### src/rtl/floor_request_scheduler.sv
// -----------------------------------------------------------------------------
// floor_request_scheduler
//
// Upstream stage of the elevator controller. Floor-call buttons are latched
// into a pending set; the next target floor is chosen with SCAN ordering (the
// car keeps its direction while calls remain ahead of it). The block raises
// up/down requests toward the controller and watches the controller's
// move/door outputs to retire calls once they have been served.
//
// Ports
//   i_clk             single clock, all logic on posedge
//   i_reset_n         synchronous, active-low reset
//   i_floor_call      call buttons, bit i = floor i (level or pulse)
//   i_current_floor   floor sensor, same value the controller sees
//   i_move_up         controller: car moving up
//   i_move_down       controller: car moving down
//   i_door_open       controller: door open
//   i_emergency_stop  emergency line shared with the controller
//   o_up_request      request an upward trip
//   o_down_request    request a downward trip
//   o_target_floor    destination floor handed to the controller
//   o_pending         outstanding calls, bit i = floor i
//   o_dir_up          SCAN direction, 1 = up, 0 = down
//   o_state           debug copy of the FSM state
// -----------------------------------------------------------------------------
module floor_request_scheduler #(
  parameter int unsigned NUM_FLOORS = 4,
  parameter int unsigned FLOOR_W    = 2
) (
  input  logic                  i_clk,
  input  logic                  i_reset_n,
  input  logic [NUM_FLOORS-1:0] i_floor_call,
  input  logic [FLOOR_W-1:0]    i_current_floor,
  input  logic                  i_move_up,
  input  logic                  i_move_down,
  input  logic                  i_door_open,
  input  logic                  i_emergency_stop,
  output logic                  o_up_request,
  output logic                  o_down_request,
  output logic [FLOOR_W-1:0]    o_target_floor,
  output logic [NUM_FLOORS-1:0] o_pending,
  output logic                  o_dir_up,
  output logic [2:0]            o_state
);

  localparam logic [2:0] ST_IDLE     = 3'd0;
  localparam logic [2:0] ST_REQ_UP   = 3'd1;
  localparam logic [2:0] ST_REQ_DOWN = 3'd2;
  localparam logic [2:0] ST_TRAVEL   = 3'd3;
  localparam logic [2:0] ST_DOOR     = 3'd4;
  localparam logic [2:0] ST_HOLD     = 3'd5;

  logic [2:0]            r_state;
  logic [NUM_FLOORS-1:0] r_pending;
  logic [FLOOR_W-1:0]    r_target;
  logic                  r_up_req;
  logic                  r_down_req;
  logic                  r_dir_up;
  logic                  r_door_open_d;

  // Per-floor decode of the sensor and of the latched target.
  logic [NUM_FLOORS-1:0] w_cur_bit;
  logic [NUM_FLOORS-1:0] w_tgt_bit;

  // SCAN candidates relative to the current floor.
  logic                  w_above_vld;
  logic [FLOOR_W-1:0]    w_above;
  logic                  w_below_vld;
  logic [FLOOR_W-1:0]    w_below;
  logic                  w_cand_vld;
  logic [FLOOR_W-1:0]    w_cand;
  logic                  w_cand_up;

  // Nearest pending floor strictly between the car and its target.
  logic                  w_retgt_vld;
  logic [FLOOR_W-1:0]    w_retgt;

  logic                  w_door_rise;
  logic                  w_at_target;
  logic                  w_serve;
  logic [NUM_FLOORS-1:0] w_clr;
  logic [NUM_FLOORS-1:0] w_call_mask;

  always_comb begin
    w_cur_bit   = '0;
    w_tgt_bit   = '0;
    w_above_vld = 1'b0;
    w_above     = '0;
    w_below_vld = 1'b0;
    w_below     = '0;
    w_retgt_vld = 1'b0;
    w_retgt     = '0;
    for (int unsigned i = 0; i < NUM_FLOORS; i++) begin
      w_cur_bit[i] = (FLOOR_W'(i) == i_current_floor);
      w_tgt_bit[i] = (FLOOR_W'(i) == r_target);
      // Ascending scan: first hit above is the nearest above; last hit
      // below is the nearest below.
      if (r_pending[i] && (FLOOR_W'(i) > i_current_floor) && !w_above_vld) begin
        w_above_vld = 1'b1;
        w_above     = FLOOR_W'(i);
      end
      if (r_pending[i] && (FLOOR_W'(i) < i_current_floor)) begin
        w_below_vld = 1'b1;
        w_below     = FLOOR_W'(i);
      end
      // Re-target: going up, the lowest intermediate floor is nearest;
      // going down, the highest one is.
      if (r_pending[i]) begin
        if (r_dir_up) begin
          if ((FLOOR_W'(i) > i_current_floor) && (FLOOR_W'(i) < r_target) && !w_retgt_vld) begin
            w_retgt_vld = 1'b1;
            w_retgt     = FLOOR_W'(i);
          end
        end else begin
          if ((FLOOR_W'(i) < i_current_floor) && (FLOOR_W'(i) > r_target)) begin
            w_retgt_vld = 1'b1;
            w_retgt     = FLOOR_W'(i);
          end
        end
      end
    end
  end

  // Keep direction while something lies ahead; flip only when nothing does.
  always_comb begin
    w_cand_vld = 1'b0;
    w_cand     = '0;
    if (r_dir_up && w_above_vld) begin
      w_cand_vld = 1'b1;
      w_cand     = w_above;
    end else if (w_below_vld) begin
      w_cand_vld = 1'b1;
      w_cand     = w_below;
    end else if (w_above_vld) begin
      w_cand_vld = 1'b1;
      w_cand     = w_above;
    end
    w_cand_up = (w_cand > i_current_floor);
  end

  always_comb begin
    w_door_rise = i_door_open & ~r_door_open_d;
    w_at_target = (i_current_floor == r_target);
    w_serve     = (r_state == ST_TRAVEL) && w_door_rise && w_at_target;
    w_clr       = w_serve ? w_tgt_bit : '0;
    // A call for the floor the idle car already sits at is never latched.
    w_call_mask = (r_state == ST_IDLE) ? ~w_cur_bit : '1;
  end

  always_ff @(posedge i_clk) begin
    if (!i_reset_n) begin
      r_state       <= ST_IDLE;
      r_pending     <= '0;
      r_target      <= '0;
      r_up_req      <= 1'b0;
      r_down_req    <= 1'b0;
      r_dir_up      <= 1'b1;
      r_door_open_d <= 1'b0;
    end else begin
      r_door_open_d <= i_door_open;
      // Clear is applied last so a call arriving on its serve cycle is dropped.
      r_pending     <= (r_pending | (i_floor_call & w_call_mask)) & ~w_clr;

      case (r_state)
        ST_IDLE: begin
          r_up_req   <= 1'b0;
          r_down_req <= 1'b0;
          if (i_emergency_stop) begin
            r_state <= ST_HOLD;
          end else if (w_cand_vld) begin
            r_target <= w_cand;
            r_dir_up <= w_cand_up;
            if (w_cand_up) begin
              r_up_req <= 1'b1;
              r_state  <= ST_REQ_UP;
            end else begin
              r_down_req <= 1'b1;
              r_state    <= ST_REQ_DOWN;
            end
          end
        end

        ST_REQ_UP: begin
          r_down_req <= 1'b0;
          if (i_emergency_stop) begin
            r_up_req <= 1'b0;
            r_state  <= ST_HOLD;
          end else if (i_move_up) begin
            r_up_req <= 1'b0;
            r_state  <= ST_TRAVEL;
          end else begin
            r_up_req <= 1'b1;
          end
        end

        ST_REQ_DOWN: begin
          r_up_req <= 1'b0;
          if (i_emergency_stop) begin
            r_down_req <= 1'b0;
            r_state    <= ST_HOLD;
          end else if (i_move_down) begin
            r_down_req <= 1'b0;
            r_state    <= ST_TRAVEL;
          end else begin
            r_down_req <= 1'b1;
          end
        end

        ST_TRAVEL: begin
          r_up_req   <= 1'b0;
          r_down_req <= 1'b0;
          if (i_emergency_stop) begin
            r_state <= ST_HOLD;
          end else if (w_serve) begin
            r_state <= ST_DOOR;
          end else if (w_retgt_vld) begin
            r_target <= w_retgt;
          end
        end

        ST_DOOR: begin
          r_up_req   <= 1'b0;
          r_down_req <= 1'b0;
          if (i_emergency_stop) begin
            r_state <= ST_HOLD;
          end else if (!i_door_open) begin
            r_state <= ST_IDLE;
          end
        end

        ST_HOLD: begin
          r_up_req   <= 1'b0;
          r_down_req <= 1'b0;
          if (!i_emergency_stop) begin
            r_state <= ST_IDLE;
          end
        end

        default: begin
          r_up_req   <= 1'b0;
          r_down_req <= 1'b0;
          r_state    <= ST_IDLE;
        end
      endcase
    end
  end

  assign o_up_request   = r_up_req;
  assign o_down_request = r_down_req;
  assign o_target_floor = r_target;
  assign o_pending      = r_pending;
  assign o_dir_up       = r_dir_up;
  assign o_state        = r_state;

endmodule

### config.mk
export PLATFORM = sky130hd
export DESIGN_NAME = floor_request_scheduler
export DESIGN_NICKNAME = d
export VERILOG_FILES = /design/src/rtl/floor_request_scheduler.sv
export SDC_FILE = /design/constraint.sdc
export NUM_CORES = 1
export LEC_CHECK = 0
export CORE_MARGIN = 2
export CORE_UTILIZATION = 51
export CTS_CLUSTER_DIAMETER = 120
export DETAILED_ROUTE_END_ITERATION = 6
export DONT_BUFFER_PORTS = 1
export PLACE_DENSITY = 0.69
export SETUP_SLACK_MARGIN = 0.02
export SLEW_MARGIN = 40
export SYNTH_ARGS = -nofsm -noshare
export SYNTH_HDL_FRONTEND = slang
export SYNTH_SLANG_ARGS = --single-unit
### constraint.sdc
create_clock -name i_clk -period 3.09 [get_ports i_clk]
set_input_delay 0.4635 -clock i_clk [delete_from_list [all_inputs] [get_ports i_clk]]
set_output_delay 0.4635 -clock i_clk [all_outputs]
set_load 0.05 [all_outputs]
==> results.toml, run 1 <==
[critical_path]
critPathMaxFanout = 6
cp-end-kind = "flop"
crit-reg2reg-capture = "o_up_request"
cp.required_ns = 3.26
timing.rr.start = "o_pending[1]"
rr_worst_depth = 11
crit_type = "reg -> reg"
cp-start-kind = "flop"
arrival_ns = 2.55
endpoint = "o_up_request"
critPathLaunch = "o_pending[1]"
rrSetupSlack_ns = 0.71

[synth]
synthFlopType = "dfxtp_1"
syn_area_per_cell_um2 = 7.297
synth.area.top_cells = "dfxtp_1 27%, nand2_1 5.5%, a21oi_1 5.2%"
syn_area_um2 = 955.9
synthesis.nets = 145
synth_cell_types = 41
ys_ff_latch = 13
synth_xor_area_share_pct = 1.832
synth_top_family_by_area = "simple AND/OR/NAND/NOR gates"
synth-edff-count = 0
synth-compound-area-share_pct = 28.66
muxShareOfSynthArea_pct = 1.047
yosysSeqAreaShare_pct = 27.23
synthCells = 131
synth_largest_area_cell = "dfxtp_1"
synth-async-reset-ratio_pct = 0
yosysWarnings = 0
yosys.area.top_type_share_pct = 27.23
synthAdderAreaFrac_pct = 2.618
yosys.area_share.simple_pct = 32.07

[clocking]
cts_resized = 0
cts_tree = "yes"
clk_pin_slew_ns = 0.09
clock_latency_ns = 0.29
cts-hold-fix-buffers = 0
max-clock-path-buffers = 2
ctsHtreeMaxLevel = 1
postCtsSetupRepairBufs = 0
cts_made_buffers = 3
root_buffer = "clkbuf_4"
cts_sinks = 13

[timing]
period_minus_slack_ns = 2.376
post-route-period-util_pct = 76.91
skew_ns = 0.008480
rsz0062_at_grt = "false"
whs_ns = 0.2385
max_slew_margin_pct = 54.90
fmax_ghz = 0.4208
finalHoldViolations = 0
worst_slew_pin_slew_ns = 0.6755
setup_viol = 0
tns_ns = 0
slew_violations = 0

[hold_path]
hold_start = "i_reset_n"
hold_class = "in -> reg"

[power_and_ir_drop]
ir_drop_mv = 0.6877
cellPowerDensity_mw_per_mm2 = 750.9
power_leakage_uw = 0.0004150

[grt]
grt_start_max_net_pins = 16
grt-ovfl-total = 0
antenna_found_initial = 0
grt_pass1_vias = 901
track_usage_pct = 24.65
grt_pass1_wl_um = 3877

[routing]
ant_nets = 0
drt_iter0_drc = 25
viasPerCell = 6.370
drc = 0
drt_pass1_iterations = 5
route.vias.total = 1032
finalWirelength_um = 2502
routedWlPerCell_um = 15.44

[final_layout]
multi_input_area_um2 = 633.1
final_common_cell = "nand2_1"
fin_nets = 152
n_antenna_cell = 0
seq_area_um2 = 261.5
mostFrequentLayoutCells = "14 x nand2_1, 12 x nor2_1, 12 x dfxtp_1"
area.growth.synth_to_final_pct = 9.424
layout-drive-gt1-share_pct = 10.22
n_fill_cell = 183

[placement]
portBuffers = 0
place_hpwl_um = 1959
gp_congestion = 0.8913

[floorplan]
initial_core_util_pct = 54.77
die_x_um = 47.30
die_area_mm2 = 0.002237
rows = 15
ioPinCount = 24
die_h_um = 47.30
core_area_mm2 = 0.001745

[run_status]
outcome = "finished, final reports clean"

[job]
cap_violations = 0
cell families (layout without fill, tap and decap cells):
logic type               count (synthesis)  count (layout)
AND/OR/NAND/NOR                         58              58
AO/OA/AOI/OAI                           40              40
buffers and inverters                   15              21
flip-flops                              13              13
adder cells (fa/ha/maj)                  2               2
XOR/XNOR                                 2               2
multiplexers                             1               1
registers in the layout, summed over array words and instances, names as in the netlist:
signal	count
o_target_floor	2
o_down_request	1
o_state	3
r_door_open_d	1
o_up_request	1
o_pending	4
o_dir_up	1
worst min-delay path by stage:
stage,end,depth (start not counted)
4_1_cts,o_dir_up,1
5_1_grt,o_dir_up,1
3_5_place_dp,o_dir_up,1
2_1_floorplan,r_door_open_d,1
3_3_place_gp,o_dir_up,1
6_report,o_dir_up,1
layer usage:
metal / share of wire [%] / track usage [%] / vias up
met1: 41 / 28.90 / 483
met2: 49 / 42.70 / 38
met4: 1.6 / 10.00 / 0
met3: 7.8 / 5.769 / 5
li1: - / - / 506
met5: 0 / 0 / -
cells in the mapped netlist, types with 2 or more instances:
master and number:
nand3_1 6, nor3b_1 2, nor3_1 3, a221oi_1 2
o21ai_0 6, dfxtp_1 13, and3_1 3, a311oi_1 3
nor2b_1 4, a21oi_1 10, inv_1 9, a211oi_1 2
nand3b_1 3, nand2b_1 3, clkbuf_1 3, o31a_1 3
and4_1 2, o22ai_1 2, nand2_1 14, nor2_1 12
xor2_1 2, buf_2 2, ha_1 2, a31oi_1 3
power by group:
group	switching, µW	internal [µW]	leakage [µW]
sequential	90.4	203	0.000108
combinational	248	133	0.000292
clock	60.5	50.2	0.0000150
total	399	387	0.000415
critical path: stages (launching register included):
cell	delay, ns
dfxtp_1	0.44
buf_4	0.26
nor2_1	0.08
o21ai_0	0.15
a221oi_1	0.09
a41oi_1	0.28
ha_1	0.21
nor2b_1	0.04
o21ai_0	0.35
nor2_1	0.11
a31oi_1	0.18
nor2_1	0.06
per-stage QoR:
step | total power, µW | utilization [%] | cell area (µm²) | setup WS (ns) | std cells
after floorplan | 590.0 | - | 955.9 | 0.6567 | 131
after global placement | 669.8 | 58.35 | 1018 | 0.7398 | 158
after detailed placement | 674.3 | 58.35 | 1018 | 0.6934 | 158
after CTS | 782.7 | 59.86 | 1045 | 0.7258 | 162
after global routing | 833.9 | 59.93 | 1046 | 0.4565 | 162
final | 785.5 | 59.93 | 1046 | 0.7135 | 162
layout make-up:
class | count | area share [%]
Clock buffer | 4 | 2.512
Inverter | 9 | 3.230
Multi-Input combinational cell | 103 | 60.53
Sequential cell | 13 | 25.00
Tap cell | 25 | 2.990
Timing Repair Buffer | 8 | 5.742
Note: power is estimated with default switching activity, not from simulation.
==> run 2: changes to the inputs <==
- clock period: 3.09 -> 2.3 ns (I/O delays scaled with it)
==> run 2 against run 1 <==
Against the previous run: sequential cell count unchanged; first-iteration DRC count down 76%; clock-buffer cell count unchanged; highest routed layer unchanged; largest cell class unchanged; clock power up 30%.
==> results.toml, run 2 (synthesized netlist as in run 1, its figures left out) <==
[run_status]
outcome = "finished, final reports clean"

[clocking]
cts_tree = "yes"
clock_latency_ns = 0.28
ctsHtreeMaxLevel = 1
cts_sinks = 13
root_buffer = "clkbuf_4"
cts_made_buffers = 3
cts-hold-fix-buffers = 0
clk_pin_slew_ns = 0.09
max-clock-path-buffers = 2

[routing]
ant_nets = 0
drt_iter0_drc = 6
routedWlPerCell_um = 16.04
drc = 0
viasPerCell = 6.169
finalWirelength_um = 2662
route.vias.total = 1024
drt_pass1_iterations = 4

[critical_path]
path_delay_family = "compound AO/OA/AOI/OAI gates"
crit_type = "reg -> reg"
critPathMaxFanout = 9
cp.required_ns = 2.53
crit_buf_inv = 2
crit_chain = "nor2_1 > a211oi_1 > a211oi_2 > inv_1 > ha_1 > nor2b_1 > o21ai_1 > inv_1 > o22ai_1 > and3_1"
cp_slowest_stage_delay_ns = 0.37
slowest_stage = "dfxtp_2"
cp-start-kind = "flop"
arrival_ns = 2.34
worst_path_most_repeated_cell = "inv_1"
cp-end-kind = "flop"

[timing]
fmax_ghz = 0.4734
tns_ns = 0
setup_viol = 0
period_minus_slack_ns = 2.113
skew_ns = 0.01235
slew_violations = 0
finalHoldViolations = 0
rsz0062_at_grt = "false"
max_slew_margin_pct = 65.38
worst_slew_pin_slew_ns = 0.5186
post-route-period-util_pct = 91.85

[floorplan]
die_area_mm2 = 0.002237
die_h_um = 47.30
ioPinCount = 24
core_area_mm2 = 0.001745
die_x_um = 47.30
initial_core_util_pct = 54.77
rows = 15

[power_and_ir_drop]
power_leakage_uw = 0.0004374
cellPowerDensity_mw_per_mm2 = 1013
ir_drop_mv = 0.6185

[grt]
track_usage_pct = 25.89
antenna_found_initial = 0
grt_start_max_net_pins = 16
grt_pass1_wl_um = 4064
grt-ovfl-total = 0
grt_pass1_vias = 920

[final_layout]
fin_nets = 156
layout-drive-gt1-share_pct = 16.31
n_antenna_cell = 0
area.growth.synth_to_final_pct = 14.14
largest_register_ffs = 4
final_common_cell = "nand2_1"
mostFrequentLayoutCells = "14 x nand2_1, 12 x nor2_1, 12 x buf_4"
final_util_pct = 62.51

[job]
cap_violations = 0

[placement]
place_hpwl_um = 2064
portBuffers = 0
gp_congestion = 0.8863

[hold_path]
hold_class = "in -> reg"
-- run 2: metrics by stage --
stage          total power, µW  cells  instance area [µm²]  worst slack (ns)  hold slack, ns
6_report                  1106    166                 1091            0.1875          0.1191
5_1_grt                   1182    166                 1091           0.02845          0.1164
2_1_floorplan            794.6    131                960.9           0.09302          0.4667
4_1_cts                   1095    166                 1080           0.02796          0.1152
3_5_place_dp             950.8    162                 1054           0.02273          0.4128
3_3_place_gp             937.6    162                 1054            0.1234          0.4113
-- run 2: timing repair --
| item | CTS | global route |
|---|---|---|
| setup endpoints to repair | 0 | 5 |
| buffers inserted | 0 | 0 |
| resized for setup | 0 | 4 |
| endpoints found under the hold margin | 0 | 0 |
-- run 2: worst register-to-register path, cell delays in order, from the launching register on --
cell,delay (ns)
dfxtp_2,0.37
nor2_1,0.24
a211oi_1,0.10
a211oi_2,0.26
inv_1,0.07
ha_1,0.28
nor2b_1,0.13
o21ai_1,0.25
inv_1,0.09
o22ai_1,0.13
and3_1,0.18
-- run 2: cell type report --
type                            instances  area [µm²]
Sequential cell                        13       265.3
Inverter                                9       33.78
Timing Repair Buffer                   12       90.09
Fill cell                             169       654.4
Multi-Input combinational cell        103       644.4
Tap cell                               25       31.28
Clock buffer                            4       26.28
-- run 2: worst paths after layout --
path           startpoint              to  slack, ns  cells after the start
max          o_pending[2]  o_down_request       0.19                     10
min             i_reset_n        o_dir_up       0.12                      1
max reg2reg  o_pending[2]  o_down_request       0.19                     10
min reg2reg  o_pending[2]    o_pending[2]       0.59                      2
-- run 2: per-layer routing --
layer	part of all wire (%)	wire length, µm	global-route usage (%)
met3	4.2	112	6.923
met1	42	1109	31.65
met4	2.8	75	12.78
met2	51	1364	41.62
met5	0	0	0
-- run 2: report_power, final --
part           switching, µW  total, µW  internal, µW  leakage [µW]
combinational            402        616           214      0.000314
sequential              71.3        345           274      0.000108
clock                   77.1        144          67.3     0.0000150
